## src/rtl/state_update_ctrl_if.sv

```systemverilog
// Handshake and control bundle for the Romulus-N state-update sequencer.
// Master side is the mode controller / datapath environment; slave is the sequencer.
interface state_update_ctrl_if;
    logic       blk_start;
    logic [1:0] blk_type;
    logic [4:0] blk_bytes;
    logic       decrypt_mode;
    logic       pdi_valid;
    logic       pdi_ready;
    logic       pdo_valid;
    logic       pdo_ready;
    logic [3:0] pdo_byte_en;
    logic       zero_pdi;
    logic       se;
    logic       enc;
    logic [3:0] decrypt;
    logic       skinny_start;
    logic       skinny_done;
    logic       busy;
    logic       blk_done;
    logic       err;

    modport master (
        output blk_start, blk_type, blk_bytes, decrypt_mode,
        output pdi_valid, pdo_ready, skinny_done,
        input  pdi_ready, pdo_valid, pdo_byte_en, zero_pdi,
        input  se, enc, decrypt, skinny_start, busy, blk_done, err
    );

    modport slave (
        input  blk_start, blk_type, blk_bytes, decrypt_mode,
        input  pdi_valid, pdo_ready, skinny_done,
        output pdi_ready, pdo_valid, pdo_byte_en, zero_pdi,
        output se, enc, decrypt, skinny_start, busy, blk_done, err
    );
endinterface

```

## src/rtl/state_update_ctrl.sv

```systemverilog
// Block sequencer for the Romulus-N 128-bit state-update datapath.
// Streams four 32-bit beats, kicks SKINNY, waits for it and reloads the state.
module state_update_ctrl #(
    parameter int unsigned TIMEOUT = 64
) (
    input  logic                 clk,
    input  logic                 rst,
    state_update_ctrl_if.slave   bus
);

    typedef enum logic [2:0] {
        S_IDLE,
        S_ABSORB,
        S_TAG,
        S_KICK,
        S_WAIT,
        S_LOAD,
        S_DONE
    } state_t;

    localparam logic [1:0] T_MSG   = 2'b01;
    localparam logic [1:0] T_TAG   = 2'b10;
    localparam logic [7:0] TO_LAST = 8'(TIMEOUT - 1);

    state_t     state_q;
    logic [1:0] type_q;
    logic [1:0] k_q;
    logic [4:0] eff_q;
    logic       dec_q;
    logic [7:0] wcnt_q;
    logic       err_q;

    logic [4:0] eff_d;
    logic [3:0] vmask;
    logic       any_v;
    logic       is_msg;
    logic       fire;

    // Zero-length and oversize blocks both mean a full 16-byte block.
    always_comb begin
        eff_d = bus.blk_bytes;
        if (bus.blk_bytes == 5'd0 || bus.blk_bytes > 5'd16) begin
            eff_d = 5'd16;
        end
    end

    // Byte j of beat k is valid while 4k+j is below the effective length.
    always_comb begin
        vmask = '0;
        for (int j = 0; j < 4; j++) begin
            vmask[j] = ({1'b0, k_q, 2'b00} + 5'(j)) < eff_q;
        end
    end

    assign any_v  = |vmask;
    assign is_msg = (type_q == T_MSG);

    // Output decode; everything depends on the state register so an
    // asynchronous reset silences the datapath immediately.
    always_comb begin
        bus.pdi_ready    = 1'b0;
        bus.pdo_valid    = 1'b0;
        bus.pdo_byte_en  = 4'b0000;
        bus.zero_pdi     = 1'b0;
        bus.se           = 1'b0;
        bus.enc          = 1'b0;
        bus.decrypt      = 4'b0000;
        bus.skinny_start = 1'b0;
        bus.blk_done     = 1'b0;
        fire             = 1'b0;
        unique case (state_q)
            S_ABSORB: begin
                bus.pdi_ready = !is_msg || !any_v || bus.pdo_ready;
                bus.pdo_valid = is_msg && any_v && bus.pdi_valid;
                if (bus.pdo_valid) begin
                    bus.pdo_byte_en = vmask;
                end
                bus.decrypt = {4{dec_q && is_msg}} & vmask;
                fire        = bus.pdi_valid && bus.pdi_ready;
                bus.se      = fire;
            end
            S_TAG: begin
                bus.zero_pdi    = 1'b1;
                bus.pdo_valid   = 1'b1;
                bus.pdo_byte_en = 4'b1111;
                fire            = bus.pdo_ready;
                bus.se          = fire;
            end
            S_KICK: bus.skinny_start = 1'b1;
            S_LOAD: bus.enc          = 1'b1;
            S_DONE: bus.blk_done     = 1'b1;
            default: ;
        endcase
    end

    assign bus.busy = (state_q != S_IDLE);
    assign bus.err  = err_q;

    // Block FSM: command latch, beat counter, SKINNY wait timer, error flag.
    always_ff @(posedge clk or negedge rst) begin
        if (!rst) begin
            state_q <= S_IDLE;
            type_q  <= 2'b00;
            k_q     <= 2'b00;
            eff_q   <= 5'd0;
            dec_q   <= 1'b0;
            wcnt_q  <= 8'd0;
            err_q   <= 1'b0;
        end else begin
            unique case (state_q)
                S_IDLE: begin
                    if (bus.blk_start) begin
                        type_q  <= bus.blk_type;
                        eff_q   <= eff_d;
                        dec_q   <= bus.decrypt_mode;
                        k_q     <= 2'b00;
                        state_q <= (bus.blk_type == T_TAG) ? S_TAG : S_ABSORB;
                    end
                end
                S_ABSORB, S_TAG: begin
                    if (fire) begin
                        k_q <= k_q + 2'd1;
                        if (k_q == 2'd3) begin
                            state_q <= (state_q == S_TAG) ? S_DONE : S_KICK;
                        end
                    end
                end
                S_KICK: begin
                    wcnt_q  <= 8'd0;
                    state_q <= S_WAIT;
                end
                S_WAIT: begin
                    if (bus.skinny_done) begin
                        state_q <= S_LOAD;
                    end else if (wcnt_q == TO_LAST) begin
                        err_q   <= 1'b1;
                        state_q <= S_IDLE;
                    end else begin
                        wcnt_q <= wcnt_q + 8'd1;
                    end
                end
                S_LOAD: state_q <= S_DONE;
                S_DONE: state_q <= S_IDLE;
                default: state_q <= S_IDLE;
            endcase
        end
    end

endmodule

```

## src/flat_wrapper.sv

```systemverilog
// flat-port wrapper written by rule: the top's interface ports become plain ports
module state_update_ctrl_flat 
#(
    parameter int unsigned TIMEOUT = 64
)
  (clk, rst, bus_blk_start, bus_blk_type, bus_blk_bytes, bus_decrypt_mode, bus_pdi_valid, bus_pdo_ready, bus_skinny_done, bus_pdi_ready, bus_pdo_valid, bus_pdo_byte_en, bus_zero_pdi, bus_se, bus_enc, bus_decrypt, bus_skinny_start, bus_busy, bus_blk_done, bus_err);
  state_update_ctrl_if bus_i ();
  input  logic clk;
  input  logic rst;
  input wire logic [$bits(bus_i.blk_start)-1:0] bus_blk_start;
  input wire logic [$bits(bus_i.blk_type)-1:0] bus_blk_type;
  input wire logic [$bits(bus_i.blk_bytes)-1:0] bus_blk_bytes;
  input wire logic [$bits(bus_i.decrypt_mode)-1:0] bus_decrypt_mode;
  input wire logic [$bits(bus_i.pdi_valid)-1:0] bus_pdi_valid;
  input wire logic [$bits(bus_i.pdo_ready)-1:0] bus_pdo_ready;
  input wire logic [$bits(bus_i.skinny_done)-1:0] bus_skinny_done;
  output wire logic [$bits(bus_i.pdi_ready)-1:0] bus_pdi_ready;
  output wire logic [$bits(bus_i.pdo_valid)-1:0] bus_pdo_valid;
  output wire logic [$bits(bus_i.pdo_byte_en)-1:0] bus_pdo_byte_en;
  output wire logic [$bits(bus_i.zero_pdi)-1:0] bus_zero_pdi;
  output wire logic [$bits(bus_i.se)-1:0] bus_se;
  output wire logic [$bits(bus_i.enc)-1:0] bus_enc;
  output wire logic [$bits(bus_i.decrypt)-1:0] bus_decrypt;
  output wire logic [$bits(bus_i.skinny_start)-1:0] bus_skinny_start;
  output wire logic [$bits(bus_i.busy)-1:0] bus_busy;
  output wire logic [$bits(bus_i.blk_done)-1:0] bus_blk_done;
  output wire logic [$bits(bus_i.err)-1:0] bus_err;
  assign bus_i.blk_start = bus_blk_start;
  assign bus_i.blk_type = bus_blk_type;
  assign bus_i.blk_bytes = bus_blk_bytes;
  assign bus_i.decrypt_mode = bus_decrypt_mode;
  assign bus_i.pdi_valid = bus_pdi_valid;
  assign bus_i.pdo_ready = bus_pdo_ready;
  assign bus_i.skinny_done = bus_skinny_done;
  assign bus_pdi_ready = bus_i.pdi_ready;
  assign bus_pdo_valid = bus_i.pdo_valid;
  assign bus_pdo_byte_en = bus_i.pdo_byte_en;
  assign bus_zero_pdi = bus_i.zero_pdi;
  assign bus_se = bus_i.se;
  assign bus_enc = bus_i.enc;
  assign bus_decrypt = bus_i.decrypt;
  assign bus_skinny_start = bus_i.skinny_start;
  assign bus_busy = bus_i.busy;
  assign bus_blk_done = bus_i.blk_done;
  assign bus_err = bus_i.err;
  state_update_ctrl #(.TIMEOUT(TIMEOUT)) u_core (.clk(clk), .rst(rst), .bus(bus_i));
endmodule
```

## config.mk

```make
export PLATFORM = sky130hd
export DESIGN_NAME = state_update_ctrl_flat
export DESIGN_NICKNAME = d
export VERILOG_FILES = /design/src/rtl/state_update_ctrl_if.sv /design/src/rtl/state_update_ctrl.sv /design/src/flat_wrapper.sv
export SDC_FILE = /design/constraint.sdc
export NUM_CORES = 1
export LEC_CHECK = 0
export CORE_MARGIN = 3
export CORE_UTILIZATION = 54
export CTS_CLUSTER_SIZE = 20
export DETAILED_ROUTE_END_ITERATION = 8
export GPL_TIMING_DRIVEN = 1
export PLACE_DENSITY = 0.84
export SETUP_SLACK_MARGIN = 0.02
export SLEW_MARGIN = 30
export SYNTH_ARGS = -nofsm -noshare
export SYNTH_HDL_FRONTEND = slang
export SYNTH_SLANG_ARGS = --single-unit
```

## constraint.sdc

```tcl
create_clock -name clk -period 5.4 [get_ports clk]
set_input_delay 0.54 -clock clk [delete_from_list [all_inputs] [get_ports clk]]
set_output_delay 0.54 -clock clk [all_outputs]
set_load 0.005 [all_outputs]
```

==> results.cfg <==
[die]
die_h_um = 57.98
io_pins = 31
rows = 18
start_util_pct = 57.84
dieArea_um2 = 3361
die_x_um = 57.98
core_area_um2 = 2522

[worst_setup_path]
endpoint_kind = output pin
path_class = flip-flop to output pin
required_ns = 4.86
reg2reg_depth = 4
crit_fanout = 5
cp-start-kind = flip-flop
worstPathArrival_ns = 2.76

[synthesis]
synth.cell_area_um2 = 1459
syn_nets = 188
ys_seq_area_share_pct = 37.74
synthFlopType = dfrtp_1
yosysUniqueCellTypes = 40
synth-edff-count = 0
async_reset_ff_share_pct = 100.0
avgSynthCellArea_um2 = 8.684
yosysWarningCount = 0
synthCells = 168
ys_seq_elements = 22

[routing]
drc = 0
top_layer = met4
avgRoutedWirePerCell_um = 15.49
wl_met2_um = 1784
first_pass_iters = 4
postRouteAntennaNets = 0
routed_via_density = 5.996
wl_met3_um = 136
vias = 1343
wl_met1_um = 1520
drt-initial-drc-count = 63
drt_wl_total_um = 3469

[placement]
globalplace.congestion = 0.8705
pre_cts_ws_ns = 2.476
io_buffers = 30
placed_area_um2 = 1767
hpwl_um = 2640

[timing]
slew_headroom_pct = 63.10
min_period_over_period_pct = 61.08
fmax_ghz = 0.3032
setup_viol = 0
worst_clock_skew_ns = 0.004494
rsz0062_at_grt = false
period_minus_slack_ns = 3.298
hold_viol = 0
worstMarginPinSlew_ns = 0.5461
setup_tns_ns = 0
worst_slack_ns = 2.102
slew_viol_final = 0

[pwr]
p_leak_uw = 0.0007774
vdd_drop_max_mv = 0.3659
power.density_nw_per_um2 = 499.3

[global_routing]
grt_pass1_wl_um = 5809
grt_pass1_vias = 1308
track_usage_pct = 21.93
grt_remaining_overflow = 0
antenna_found_initial = 0
grt_max_degree = 23

[cts]
cts_tree = yes
cts_hold_buffers = 0
cts_resized = 0
clkTransAtPathRegs_ns = 0.12
cts_buffers = 3
clock_latency_ns = 0.31
clockBufferDepth = 2
cts_root_buffer = clkbuf_4
cts_max_level = 1
postCtsSetupBuffers = 0
cts.sinks = 22

[finish]
fin_nets = 216
final_layout_size_suffix_gt1_share_pct = 5.155
diodes = 0
postLayoutCellArea_um2 = 1784
synthToLayoutAreaGrowth_pct = 22.30
fin_util_pct = 70.73

[outcome]
outcome = finished, final reports clean

[flow_run]
cap_violations = 0

[hold_path]
hold_class = primary input to async pin
[cell usage after synthesis (all sizes together) (3+ instances only)]
cell    number  share of area, %
a21o         3               1.5
dfrtp       22                38
buf          4               1.3
inv         15               3.9
or3          3               1.3
o31ai        3               1.5
o21ai       12               4.1
nor3b        4               2.1
ha           6               5.1
nand3b       3               1.5
clkbuf       3              0.77
nand3        5               1.7
or4          4               2.1
mux2         4               3.3
nor2         9               2.3
a21oi       15               5.1
nand2b       6               2.6
mux2i        4               2.7
nand2       16               4.1
[final cells by class]
cell class	count	area, um2
sequential	22	550.5
inverter	15	56.30
tap	30	37.54
clock buffer	3	22.52
multi-input combinational	124	822.0
timing repair buffer	30	295.3
fill	201	738.2
[flip-flops by register name, indices dropped and copies added, names as in the netlist]
register / cells
u_core.state_q: 3
u_core.dec_q: 1
u_core.k_q: 2
u_core.wcnt_q: 8
u_core.bus.err: 1
u_core.type_q: 2
u_core.eff_q: 5
[routing by layer]
layer  track usage [%]  up-vias
li1                  -      657
met1             28.49      652
met2             36.94       30
met3             4.232        4
met4             6.623        0
met5                 0        -
[through the flow]
stage | total power [uW] | hold slack [ns] | instances
6_report | 890.8 | 0.1682 | 224
5_1_grt | 963.8 | 0.1858 | 224
3_5_place_dp | 808.2 | 0.4666 | 221
4_1_cts | 886.2 | 0.4976 | 224
3_3_place_gp | 776.7 | 0.4616 | 221
2_1_floorplan | 624.6 | 0.2444 | 168
[worst paths after layout]
kind	start	endpoint	slack (ns)
max in group asynchronous	rst	u_core.k_q[0]$_DFFE_PN0P_	4.90
worst min-delay path	rst	u_core.wcnt_q[1]$_DFFE_PN0P_	0.17
worst max-delay path	u_core.eff_q[2]$_DFFE_PN0P_	bus_pdo_byte_en[2]	2.10
worst min register to register	u_core.bus.err$_DFFE_PN0P_	u_core.bus.err$_DFFE_PN0P_	0.50
worst max register to register	u_core.state_q[0]$_DFFE_PN0P_	u_core.k_q[0]$_DFFE_PN0P_	2.89
min in group clk	u_core.bus.err$_DFFE_PN0P_	u_core.bus.err$_DFFE_PN0P_	0.50
[cells by family after synthesis]
kind of cell	share of synthesized area, %
mux	6.089
fa+ha+maj	5.146
buf+inv	5.917
simple gates	25.47
compound gates	19.64
flops	37.74
[report_power, final]
| part | total (uW) | internal (uW) | switching, uW |
|---|---|---|---|
| Combinational | 511 | 262 | 250 |
| Clock | 76.0 | 26.0 | 50.0 |
| Sequential | 304 | 220 | 83.8 |
| Total | 891 | 507 | 383 |
[worst max-delay path, cell delays in order (launching register included)]
cell and delay [ns]:
dfrtp_1 0.40, inv_1 0.06, ha_1 0.30, nor4bb_1 0.36
o221ai_1 0.30, a31oi_1 0.48, a21oi_1 0.08, clkdlybuf4s50_1 0.48
[cells in the final DEF (no fill, tap or decap), types with 2 or more instances in the layout]
cell and instances:
clkdlybuf4s50_1 29, dfrtp_1 22, nand2_1 16, inv_1 15
a21oi_1 15, o21ai_0 12, nor2_1 9, nand2b_1 6
ha_1 6, nand3_1 5, or4_1 4, nor3b_1 4
mux2i_1 4, a21o_1 3, nand3b_1 3, or3_1 3
mux2_2 3, o31ai_1 3, clkbuf_4 3, nor2b_1 2
nor4bb_1 2, a31oi_1 2, a211o_1 2, and3_1 2
o211ai_1 2, nand4b_1 2, nand4_1 2
(Power assumes the default switching activity.)
